===== src/rtl/collision_rom_arbiter.sv =====
// -----------------------------------------------------------------------------
// collision_rom_arbiter
//
// Purpose:
//   Shares the single read port of the full-screen collision ROM among
//   N_REQ requesters.
//   - A round-robin arbiter accepts at most one read per cycle.
//   - A fixed-latency tag pipeline follows each read through the ROM and
//     returns the result to the requester that issued it.
//   - Addresses outside the map are never sent to the ROM. They respond
//     with data 0 and the out-of-range flag set.
//
// Ports:
//   vga_clk        clock, all state updates on the rising edge
//   Reset          synchronous active-high reset
//   req            per-requester read request (valid)
//   req_addr       packed request addresses, requester i at [i*ADDR_W +: ADDR_W]
//   hold           blocks new transfers while high; in-flight reads complete
//   gnt            combinational one-hot ready; transfer on req[i] & gnt[i]
//   rom_address_c  registered ROM address
//   rom_c          ROM read data, sampled ROM_LAT cycles after the address
//   rsp_valid      registered one-hot response pulse
//   rsp_data       registered response data (0 for out-of-range reads)
//   rsp_oob        registered out-of-range flag, qualified by rsp_valid
//   busy           high while any read is in the tag pipeline
// -----------------------------------------------------------------------------
module collision_rom_arbiter #(
  parameter int N_REQ    = 4,
  parameter int ADDR_W   = 19,
  parameter int DATA_W   = 3,
  parameter int ROM_LAT  = 3,
  parameter int MAP_SIZE = 307200
) (
  input  logic                      vga_clk,
  input  logic                      Reset,
  input  logic [N_REQ-1:0]          req,
  input  logic [N_REQ*ADDR_W-1:0]   req_addr,
  input  logic                      hold,
  output logic [N_REQ-1:0]          gnt,
  output logic [ADDR_W-1:0]         rom_address_c,
  input  logic [DATA_W-1:0]         rom_c,
  output logic [N_REQ-1:0]          rsp_valid,
  output logic [DATA_W-1:0]         rsp_data,
  output logic                      rsp_oob,
  output logic                      busy
);

  localparam int                ID_W    = $clog2(N_REQ);
  localparam int                LAST    = ROM_LAT - 1;
  // One extra bit so that a MAP_SIZE equal to 2**ADDR_W still compares correctly.
  localparam logic [ADDR_W:0]   MAP_LIM = (ADDR_W + 1)'(MAP_SIZE);
  localparam logic [N_REQ-1:0]  ONE_HOT = N_REQ'(1);

  logic [ID_W-1:0]   r_ptr;
  logic [ADDR_W-1:0] r_rom_addr;
  logic [ROM_LAT-1:0] r_tag_v;
  logic [ROM_LAT-1:0] r_tag_oob;
  logic [ID_W-1:0]   r_tag_id [ROM_LAT];
  logic [N_REQ-1:0]  r_rsp_valid;
  logic [DATA_W-1:0] r_rsp_data;
  logic              r_rsp_oob;

  logic [N_REQ-1:0]  w_mask;
  logic [N_REQ-1:0]  w_req_hi;
  logic [N_REQ-1:0]  w_pick;
  logic [N_REQ-1:0]  w_gnt;
  logic [ID_W-1:0]   w_win;
  logic [ID_W-1:0]   w_ptr_next;
  logic [ADDR_W-1:0] w_sel_addr;
  logic              w_xfer;
  logic              w_oob;

  // Round-robin arbitration uses a two-pass search.
  // - First pass: only requesters at or above the pointer are eligible.
  // - Second pass: if none of those is requesting, the search wraps to the
  //   lowest requesting index.
  // x & -x isolates the lowest set bit of x.
  genvar gi;
  generate
    for (gi = 0; gi < N_REQ; gi++) begin : g_mask
      assign w_mask[gi] = (ID_W'(gi) >= r_ptr);
    end
  endgenerate

  assign w_req_hi = req & w_mask;
  assign w_pick   = (|w_req_hi) ? (w_req_hi & (-w_req_hi)) : (req & (-req));
  assign w_gnt    = (Reset || hold) ? '0 : w_pick;
  assign gnt      = w_gnt;
  assign w_xfer   = |w_gnt;

  // Encode the one-hot winner and select its address.
  always_comb begin
    w_win      = '0;
    w_sel_addr = '0;
    for (int i = 0; i < N_REQ; i++) begin
      if (w_pick[i]) begin
        w_win      = ID_W'(i);
        w_sel_addr = req_addr[i*ADDR_W +: ADDR_W];
      end
    end
  end

  assign w_oob      = ({1'b0, w_sel_addr} >= MAP_LIM);
  assign w_ptr_next = (w_win == ID_W'(N_REQ - 1)) ? '0 : w_win + 1'b1;

  // Issue stage and tag pipeline. Every stage shifts every cycle, so the
  // last stage lines up with the ROM data for the address issued
  // ROM_LAT cycles earlier.
  always_ff @(posedge vga_clk) begin
    if (Reset) begin
      r_ptr      <= '0;
      r_rom_addr <= '0;
      r_tag_v    <= '0;
      r_tag_oob  <= '0;
      for (int s = 0; s < ROM_LAT; s++) begin
        r_tag_id[s] <= '0;
      end
    end else begin
      r_tag_v[0] <= w_xfer;
      if (w_xfer) begin
        r_ptr        <= w_ptr_next;
        r_rom_addr   <= w_oob ? '0 : w_sel_addr;
        r_tag_id[0]  <= w_win;
        r_tag_oob[0] <= w_oob;
      end
      for (int s = 1; s < ROM_LAT; s++) begin
        r_tag_v[s]   <= r_tag_v[s-1];
        r_tag_oob[s] <= r_tag_oob[s-1];
        r_tag_id[s]  <= r_tag_id[s-1];
      end
    end
  end

  // Response stage. Data and oob keep their last values between responses.
  always_ff @(posedge vga_clk) begin
    if (Reset) begin
      r_rsp_valid <= '0;
      r_rsp_data  <= '0;
      r_rsp_oob   <= 1'b0;
    end else if (r_tag_v[LAST]) begin
      r_rsp_valid <= ONE_HOT << r_tag_id[LAST];
      r_rsp_data  <= r_tag_oob[LAST] ? '0 : rom_c;
      r_rsp_oob   <= r_tag_oob[LAST];
    end else begin
      r_rsp_valid <= '0;
    end
  end

  assign rom_address_c = r_rom_addr;
  assign rsp_valid     = r_rsp_valid;
  assign rsp_data      = r_rsp_data;
  assign rsp_oob       = r_rsp_oob;
  assign busy          = |r_tag_v;

endmodule


===== config.mk =====
export PLATFORM = sky130hd
export DESIGN_NAME = collision_rom_arbiter
export DESIGN_NICKNAME = d
export VERILOG_FILES = /design/src/rtl/collision_rom_arbiter.sv
export SDC_FILE = /design/constraint.sdc
export NUM_CORES = 1
export LEC_CHECK = 0
export ABC_AREA = 1
export ABC_CLOCK_PERIOD_IN_PS = 3200
export CAP_MARGIN = 5
export CORE_ASPECT_RATIO = 1.75
export CORE_MARGIN = 1
export CORE_UTILIZATION = 40
export DETAILED_ROUTE_END_ITERATION = 10
export PLACE_DENSITY = 0.79
export REMOVE_ABC_BUFFERS = 1
export SKIP_LAST_GASP = 1
export SLEW_MARGIN = 10
export SYNTH_ARGS = -nofsm -noshare
export SYNTH_HDL_FRONTEND = slang
export SYNTH_SLANG_ARGS = --single-unit
export TNS_END_PERCENT = 100

===== constraint.sdc =====
create_clock -name vga_clk -period 3.2 [get_ports vga_clk]
set_input_delay 0.64 -clock vga_clk [delete_from_list [all_inputs] [get_ports vga_clk]]
set_output_delay 0.64 -clock vga_clk [all_outputs]
set_load 0.02 [all_outputs]

Word-level counts from Yosys, hierarchy flattened. Memory sizes are Yosys's and may differ from the RTL's. Cells that the tools add are included.

Input port bits: 86. Output and inout port bits: 32. Register bits: 35. Memory bits (writable): 6. Memories kept: 1. Logic and storage cells: 52.

Memory list: r_tag_id (words 3, bits a word 2, rd ports 3, clocked after memory_dff 0, write ports 3, line 58) `logic [ID_W-1:0] r_tag_id [ROM_LAT];`.

Shift operators: 1. Reductions and logical operators: 5. Multiplexer cells: 21. $add $sub $neg: 3. Eq/ne operators: 1. Bitwise gates (word level): 7. $lt $le $gt $ge: 5.

Operators with widths (count): 2-to-1 mux 19 bit (5); greater-or-equal comparator 19 bit, second input constant (1); bitwise AND 4 bit (3); 2-to-1 mux 2 bit (6); 2-to-1 mux 4 bit (2); negator 4 bit (2); OR reduction 4 bit (2); 2-to-1 mux 1 bit (7); greater-or-equal comparator 1 x 2 -> 1 bit, first input constant (2); greater-or-equal comparator 2 bit, first input constant (2); << shifter 1 x 2 -> 4 bit, first input constant (1); 2-to-1 mux 3 bit (1); OR 1 bit (3); OR reduction 3 bit (1); adder 2 x 1 -> 2 bit, second input constant (1); equality test 2 bit, second input constant (1); OR reduction 2 bit (1); logical OR 1 bit (1); inverter 1 bit (1).

Depth between registers and ports, before layout. Gate-level depths: netlist (run 1).

Depth in word-level cells: 11. Mapped depth: 19.

Worst setup path before layout (run 1). No wires, ideal clock.

Kind: input to output. Start point: input port req[0]. End point: output port gnt[0]. Arrival: 1.413 ns. Required time: 2.560 ns. Buffers on the path: 0. Slack: 1.147 ns. Cell stages on the path: 7. Cell sequence: nand2_1 -> nand2_2 -> nand2_2 -> nand2_1 -> nand2_2 -> nand2_2 -> nor2_1.

Word-level cells in the longest chain between the ends: 5.

Ends and longest elaborated chain: start, declared (line 36) `input logic [N_REQ-1:0] req,`; bitwise AND 4 bit (line 85) `assign w_req_hi = req & w_mask;`; negator 4 bit (line 86) `assign w_pick = (|w_req_hi) ? (w_req_hi & (-w_req_hi)) : (req & (-req));`; bitwise AND 4 bit (line 86); 2-to-1 mux 4 bit (*) (line 86); 2-to-1 mux 4 bit (*) (line 87) `assign w_gnt = (Reset || hold) ? '0 : w_pick;`; end, declared (line 39) `output logic [N_REQ-1:0] gnt,`.

Mark *: on every way between the ends. The rest lies on a longest branch, timed or not.

Worst setup path in the final report (run 1).
Start point: input port req[1]. End point: output port gnt[1].

Same word-level chain as after synthesis.

==> results of run 1 <==
==> metal layers <==
layer | up-vias | routed length, um
met2 | 98 | 3680
met1 | 1145 | 2490
li1 | 1309 | -
met3 | 10 | 379
met4 | 0 | 147
met5 | - | 0
==> registers in the layout, summed over array words and instances (netlist names) <==
signal	flops
r_tag_v	3
r_ptr	2
r_tag_oob	3
rsp_valid	4
r_tag_id	6
rom_address_c	19
rsp_oob	1
rsp_data	3
==> logic make-up after synthesis <==
logic type / Yosys count
AND/OR/NAND/NOR: 227
buffers and inverters: 52
other: 1
AO/OA/AOI/OAI: 13
flip-flops: 41
==> report_power, final <==
group	switching (mW)	total, mW	internal, mW
Combinational	0.286	0.531	0.246
Clock	0.169	0.315	0.147
Sequential	0.0226	0.594	0.572
Total	0.477	1.44	0.964
==> worst max-delay path, stage by stage <==
cell	delay, ns
clkdlybuf4s50_1	0.53
nand2_1	0.17
nand4_4	0.12
nand2_1	0.12
nand2_1	0.13
nor2_1	0.11
clkdlybuf4s50_1	0.61
==> area by class of cell <==
type / instances / area [um2]
clock buffer: 5 / 68.8
tap: 74 / 92.6
fill: 473 / 1740
timing repair buffer: 127 / 1250
inverter: 37 / 139
sequential: 41 / 881
multi-input combinational: 244 / 1120
clock inverter: 3 / 12.5
==> final timing paths <==
check | from | end | slack (ns) | cells past startpoint
worst max-delay path | req[1] | gnt[1] | 0.14 | 7
worst min-delay path | r_tag_oob[1]$_SDFF_PP0_ | r_tag_oob[2]$_SDFF_PP0_ | 0.40 | 2
worst max register to register | r_ptr[0]$_SDFFE_PP0N_ | r_tag_oob[0]$_SDFFE_PP0N_ | 0.98 | 17
worst min register to register | r_tag_oob[1]$_SDFF_PP0_ | r_tag_oob[2]$_SDFF_PP0_ | 0.40 | 2
==> per-stage QoR <==
stage / setup slack [ns] / hold WS [ns] / total power [mW] / area (um2) / std cells
6_report: 0.137 / 0.401 / 1.44 / 3560 / 531
5_1_grt: 0.0639 / 0.416 / 1.53 / 3560 / 531
4_1_cts: 0.142 / 0.401 / 1.45 / 3560 / 531
3_5_place_dp: 0.132 / 0.397 / 1.14 / 3480 / 523
3_3_place_gp: 0.186 / 0.392 / 1.13 / 3480 / 523
2_1_floorplan: 0.359 / 0.388 / 0.863 / 2140 / 322
==> cells in the final DEF, fill, tap and decap left out <==
master           synthesis  routed
o21ai_0                  3       3
inv_2                    6       6
a21oi_2                  1       1
edfxtp_1                 6       6
nor2_1                  24      24
a41oi_2                  1       1
clkinv_1                 0       2
nand3b_1                 1       1
conb_1                   1       4
a21oi_1                  4       4
nor3b_1                  1       1
inv_1                   31      31
nand2_2                  8       8
nand3_1                 17      17
o22ai_1                  2       2
nand4_1                 33      33
nand4_4                  1       1
o221ai_1                 1       1
nor2_2                   2       2
nand2_1                138     138
clkinv_2                 0       1
o21ai_1                  1       1
nand3_2                  2       2
clkbuf_8                 0       5
clkdlybuf4s50_1          0     117
dfxtp_1                 35      35
buf_4                    0      10
==> results.sh, run 1 <==
export IMPL_outcome="complete, no violations"
export IMPL_io_buffers=117
export IMPL_initial_core_util_pct=41.9
export IMPL_wl_per_cell_um=12.6
export IMPL_io_pins=118
export IMPL_ys_warn_count=0
export IMPL_grt_pass1_wl_um=10700
export IMPL_coreArea_mm2=0.00530
export IMPL_grt_use_met2_pct=43.1
export IMPL_synth_main_ff_cell="dfxtp_1"
export IMPL_die_x_um=58.3
export IMPL_antenna_found_initial=0
export IMPL_hold_violations=0
export IMPL_yosys_area_share_xor_xnor_pct=0
export IMPL_die_area_mm2=0.00587
export IMPL_synth_edf_count=6
export IMPL_grt_setup_unrepaired="no"
export IMPL_power_density_mw_per_mm2=405
export IMPL_ant_nets=0
export IMPL_clock_path_buffers=2
export IMPL_synth_top_family_by_area="simple AND/OR/NAND/NOR gates"
export IMPL_holdCritPathClass="reg2reg"
export IMPL_placementRows=35
export IMPL_ir_worst_vdd_uv=292
export IMPL_clk_pin_slew_ns=0.07
export IMPL_cp_max_fo=7
export IMPL_drc_errors=0
export IMPL_slew_viol_final=0
export IMPL_gp_congestion=0.847
export IMPL_cts_resized=0
export IMPL_use_met1_pct=26.5
export IMPL_area_growth_pct=60.2
export IMPL_start_kind="primary input"
export IMPL_async_flop_share_pct=0
export IMPL_seq_area_frac_synth_pct=39.6
export IMPL_fmax_ghz=0.326
export IMPL_die_height_um=101
export IMPL_fin_skew_ns=0.00523
export IMPL_synth_compound_area_share_pct=3.89
export IMPL_hold_buffers=0
export IMPL_grt_pass1_vias=2378
export IMPL_synthAdderAreaFrac_pct=0
export IMPL_cts_root_buf="clkbuf_8"
export IMPL_busiest_layer="met2"
export IMPL_grt_max_degree=21
export IMPL_met3_usage_pct=3.85
export IMPL_ys_top_cells_by_count="nand2_1 (138), dfxtp_1 (35), nand4_1 (33)"
export IMPL_fin_crit_ns=3.06
export IMPL_yosysMostFrequentCell="nand2_1"
export IMPL_fin_nets=542
export IMPL_critPathRequiredTime_ns=2.56
export IMPL_h_tree_depth=2
export IMPL_tns_ns=0
export IMPL_syn_mean_instance_area_um2=6.65
export IMPL_syn_inst=334
export IMPL_setup_viol_count_final=0
export IMPL_cts_sinks=41
export IMPL_grtUsageTotal_pct=23.6
export IMPL_crit_type="in2out"
export IMPL_grt_overflow=0
export IMPL_yosys_area_share_simple_pct=45.8
export IMPL_drt_iter0_markers=114
export IMPL_synth_seq_cells=41
export IMPL_max_cap_violations=0
export IMPL_dp_hpwl_um=5150
export IMPL_numCtsBuffers=5
export IMPL_diodes=0
export IMPL_post_route_util_pct=67.2
export IMPL_wl_um=6690
export IMPL_synth_top_area_share_pct=31.5
export IMPL_yosysUniqueCellTypes=26
export IMPL_layout_drive_gt1_share_pct=8.10
export IMPL_post_drt_via_cell_ratio=4.82
export IMPL_cts_tree="yes"
export IMPL_synthTopCellsByArea="dfxtp_1 (32%), nand2_1 (23%), nand4_1 (9.3%), edfxtp_1 (8.1%), inv_1 (5.2%)"
export IMPL_via_count=2562
export IMPL_finalCritPeriodShare_pct=95.7
export IMPL_leakage_nw=1.59
export IMPL_syn_area_mm2=0.00222
export IMPL_cts_setup_buffers=0
export IMPL_cp_arrival_ns=2.42
export IMPL_endpoint_kind="primary output"
export IMPL_firstDrtPassIters=4
export IMPL_synth_area_mux_share_pct=0
export IMPL_clock_latency_ns=0.29
export IMPL_synth_top_area_cell="dfxtp_1"
Power figures use the tool's default switching activity.
==> run 2: changes to the inputs <==
--- a/config.mk
+++ b/config.mk
@@ -11,6 +11,7 @@
 export CORE_ASPECT_RATIO = 1.75
 export CORE_MARGIN = 1
 export CORE_UTILIZATION = 40
+export CTS_CLUSTER_DIAMETER = 60
 export DETAILED_ROUTE_END_ITERATION = 10
 export PLACE_DENSITY = 0.79
 export REMOVE_ABC_BUFFERS = 1
==> results of run 2 <==
No change in the layout: final DEF, timing and power equal those of run 1.
==> run 3: changes to the inputs <==
--- a/config.mk
+++ b/config.mk
@@ -13,10 +13,10 @@
 export CORE_UTILIZATION = 40
 export CTS_CLUSTER_DIAMETER = 60
 export DETAILED_ROUTE_END_ITERATION = 10
+export GPL_ROUTABILITY_DRIVEN = 1
 export PLACE_DENSITY = 0.79
 export REMOVE_ABC_BUFFERS = 1
 export SKIP_LAST_GASP = 1
-export SLEW_MARGIN = 10
 export SYNTH_ARGS = -nofsm -noshare
 export SYNTH_HDL_FRONTEND = slang
 export SYNTH_SLANG_ARGS = --single-unit
==> results of run 3 <==
No change in the layout: final DEF, timing and power equal those of run 1.
==> RTL edit, RTL diff (config.mk and constraints of run 3) <==
Reset style: asynchronous (`Reset`), changed in 2 clocked blocks. Comments in the files are not updated.
--- a/src/rtl/collision_rom_arbiter.sv
+++ b/src/rtl/collision_rom_arbiter.sv
@@ -108,3 +108,3 @@
   // ROM_LAT cycles earlier.
-  always_ff @(posedge vga_clk) begin
+  always_ff @(posedge vga_clk or posedge Reset) begin
     if (Reset) begin
@@ -134,3 +134,3 @@
   // Response stage. Data and oob keep their last values between responses.
-  always_ff @(posedge vga_clk) begin
+  always_ff @(posedge vga_clk or posedge Reset) begin
     if (Reset) begin
Function: differs if Reset is asserted again (counterexample within 4 cycles, from zero or initial values and one cycle with Reset high); with Reset held inactive, the same outputs for 10 cycles.
==> RTL edit against run 3 <==
Synthesized area rose by 0.62%. Maximum frequency increased by 1.9%. Design area fell by 0.11%. Setup slack better by 58 ps. Non-clock buffer count shrank 2. Global-route usage grew 0.76 points. Synthesized cell count is 7.5% lower. Highest routed layer unchanged. Die area is 0.60% higher. Routed wire length rose by 2.3%. Sequential cell count unchanged. Worst hold slack worse by 44 ps.
Power is not compared: it rests on default switching activity, and its combinational part moved more than twofold at a synthesized area within 25%.
==> RTL edit: results (changes against run 3) <==
stage,metric,value,unit,change
timing,layout_min_cycle_time,3005,ps,was 3063 ps
placed_design,dp_slack,159.2,ps,was 131.9 ps
hold_path,hp-start,r_tag_id[2],,was r_tag_oob[1]
logic_synthesis,ys_seq_area_frac,0.4589,,was 0.3964
route,wirelength,6844,um,was 6692 um
global_routing,grt_pass1_wl,10910,um,was 10730 um
worst_setup_path,reg2reg_from,r_ptr[1],,was r_ptr[0]
finish,area_growth,59.04,%,was 60.19%
logic_synthesis,avgSynthCellArea,7.236,um^2,was 6.653 um^2
finish,fillers,481,,was 473
outcome,status,"finished, final reports clean",,unchanged
placed_design,gp_congestion,0.7743,,was 0.8473
worst_setup_path,timing.rr.end,rom_address_c[6],,was r_tag_oob[0]
placed_design,placed_area,3466,um^2,was 3478 um^2
global_routing,antenna_found_initial,0,,unchanged
finish,drive_above_1_share,0.06323,,was 0.08096
placed_design,dp_hpwl,5235,um,was 5149 um
global_routing,grt_usage,0.2440,,was 0.2363
timing,whs,357.0,ps,was 401.3 ps
worst_setup_path,endpoint,gnt[0],,was gnt[1]
logic_synthesis,yosys-top-cells-area,"dfrtp_1, nand2_1, nand4_1, inv_1, nor2_1",,"was dfxtp_1, nand2_1, nand4_1, edfxtp_1, inv_1"
clock_tree,cts_inserted_buffers,5,,unchanged
route,drt-pass1-iter-count,5,,was 4
route,drt_iter0_markers,90,,was 114
logic_synthesis,synth.distinct_cells,25,,was 26
hold_path,min_to,r_tag_id[0],,was r_tag_oob[2]
hold_path,hold_depth,0,,was 2
worst_setup_path,crit_fanout,4,,was 7
logic_synthesis,synth_commonest_cells,"nand2_1, dfrtp_1, nand4_1",,"was nand2_1, dfxtp_1, nand4_1"
worst_setup_path,rr_worst_depth,14,,was 17
global_routing,grt_pass1_vias,2508,,was 2378
worst_setup_path,cp.arrival,2360,ps,was 2420 ps
worst_setup_path,reg2reg_slack,770,ps,was 980 ps
timing,fin_worst_skew,3.147,ps,was 5.233 ps
logic_synthesis,synthArstFlopShare,1.000,,was 0
finish,final_cells,501,,was 531
-- RTL edit: cell types whose count changed in the layout (fill, tap and decap cells not counted), moves of 6 or more --
cell / before / now
nand3_1: 17 / 11
dfxtp_1: 35 / 0
inv_1: 31 / 23
dfrtp_1: 0 / 41
edfxtp_1: 6 / 0
nand2_2: 8 / 1
nor2_1: 24 / 17
-- RTL edit: metal layers --
metal,up-vias,GRT usage,part of all wire
met4,0,0.1465,0.036
met3,19,0.02696,0.048
met5,-,0,0
met2,103,0.4483,0.55
met1,1171,0.2579,0.37
li1,1222,-,-
-- RTL edit: power groups by stage --
| stage | Clock [mW] | Sequential (mW) | Combinational (mW) |
|---|---|---|---|
| after detailed placement | 0 | 0.826 | 1.33 |
| after CTS | 0.337 | 0.816 | 1.34 |
| final | 0.331 | 0.816 | 1.34 |
| after floorplan | 0 | 0.956 | 0.584 |
| after global routing | 0.359 | 0.837 | 1.47 |
| after global placement | 0 | 0.816 | 1.31 |
-- RTL edit: layout make-up --
| cell class | instances | share of cell area |
|---|---|---|
| repair buffers | 125 | 0.3462 |
| flip-flops and latches | 41 | 0.2885 |
| clock inverters | 3 | 0.004926 |
| multi-input cells | 224 | 0.2843 |
| well taps | 74 | 0.02604 |
| inverters | 29 | 0.03061 |
| clock buffers | 5 | 0.01935 |
-- RTL edit: timing repair --
action,CTS,global route
setup endpoints to repair,0,1
setup buffers,0,0
gates resized for setup,0,1
hold buffers,0,0
-- RTL edit: worst reg2reg max path, delay by kind of cell, from the launching register on --
family        cells  cell delay, ps
buf+inv           2             360
simple gates     12            1520
flops             1             440
-- RTL edit: cell families after synthesis --
kind of cell,after synthesis,synth area share
AO/OA/AOI/OAI,14,0.04532
buffers and inverters,44,0.09065
flip-flops,41,0.4589
AND/OR/NAND/NOR,210,0.4052
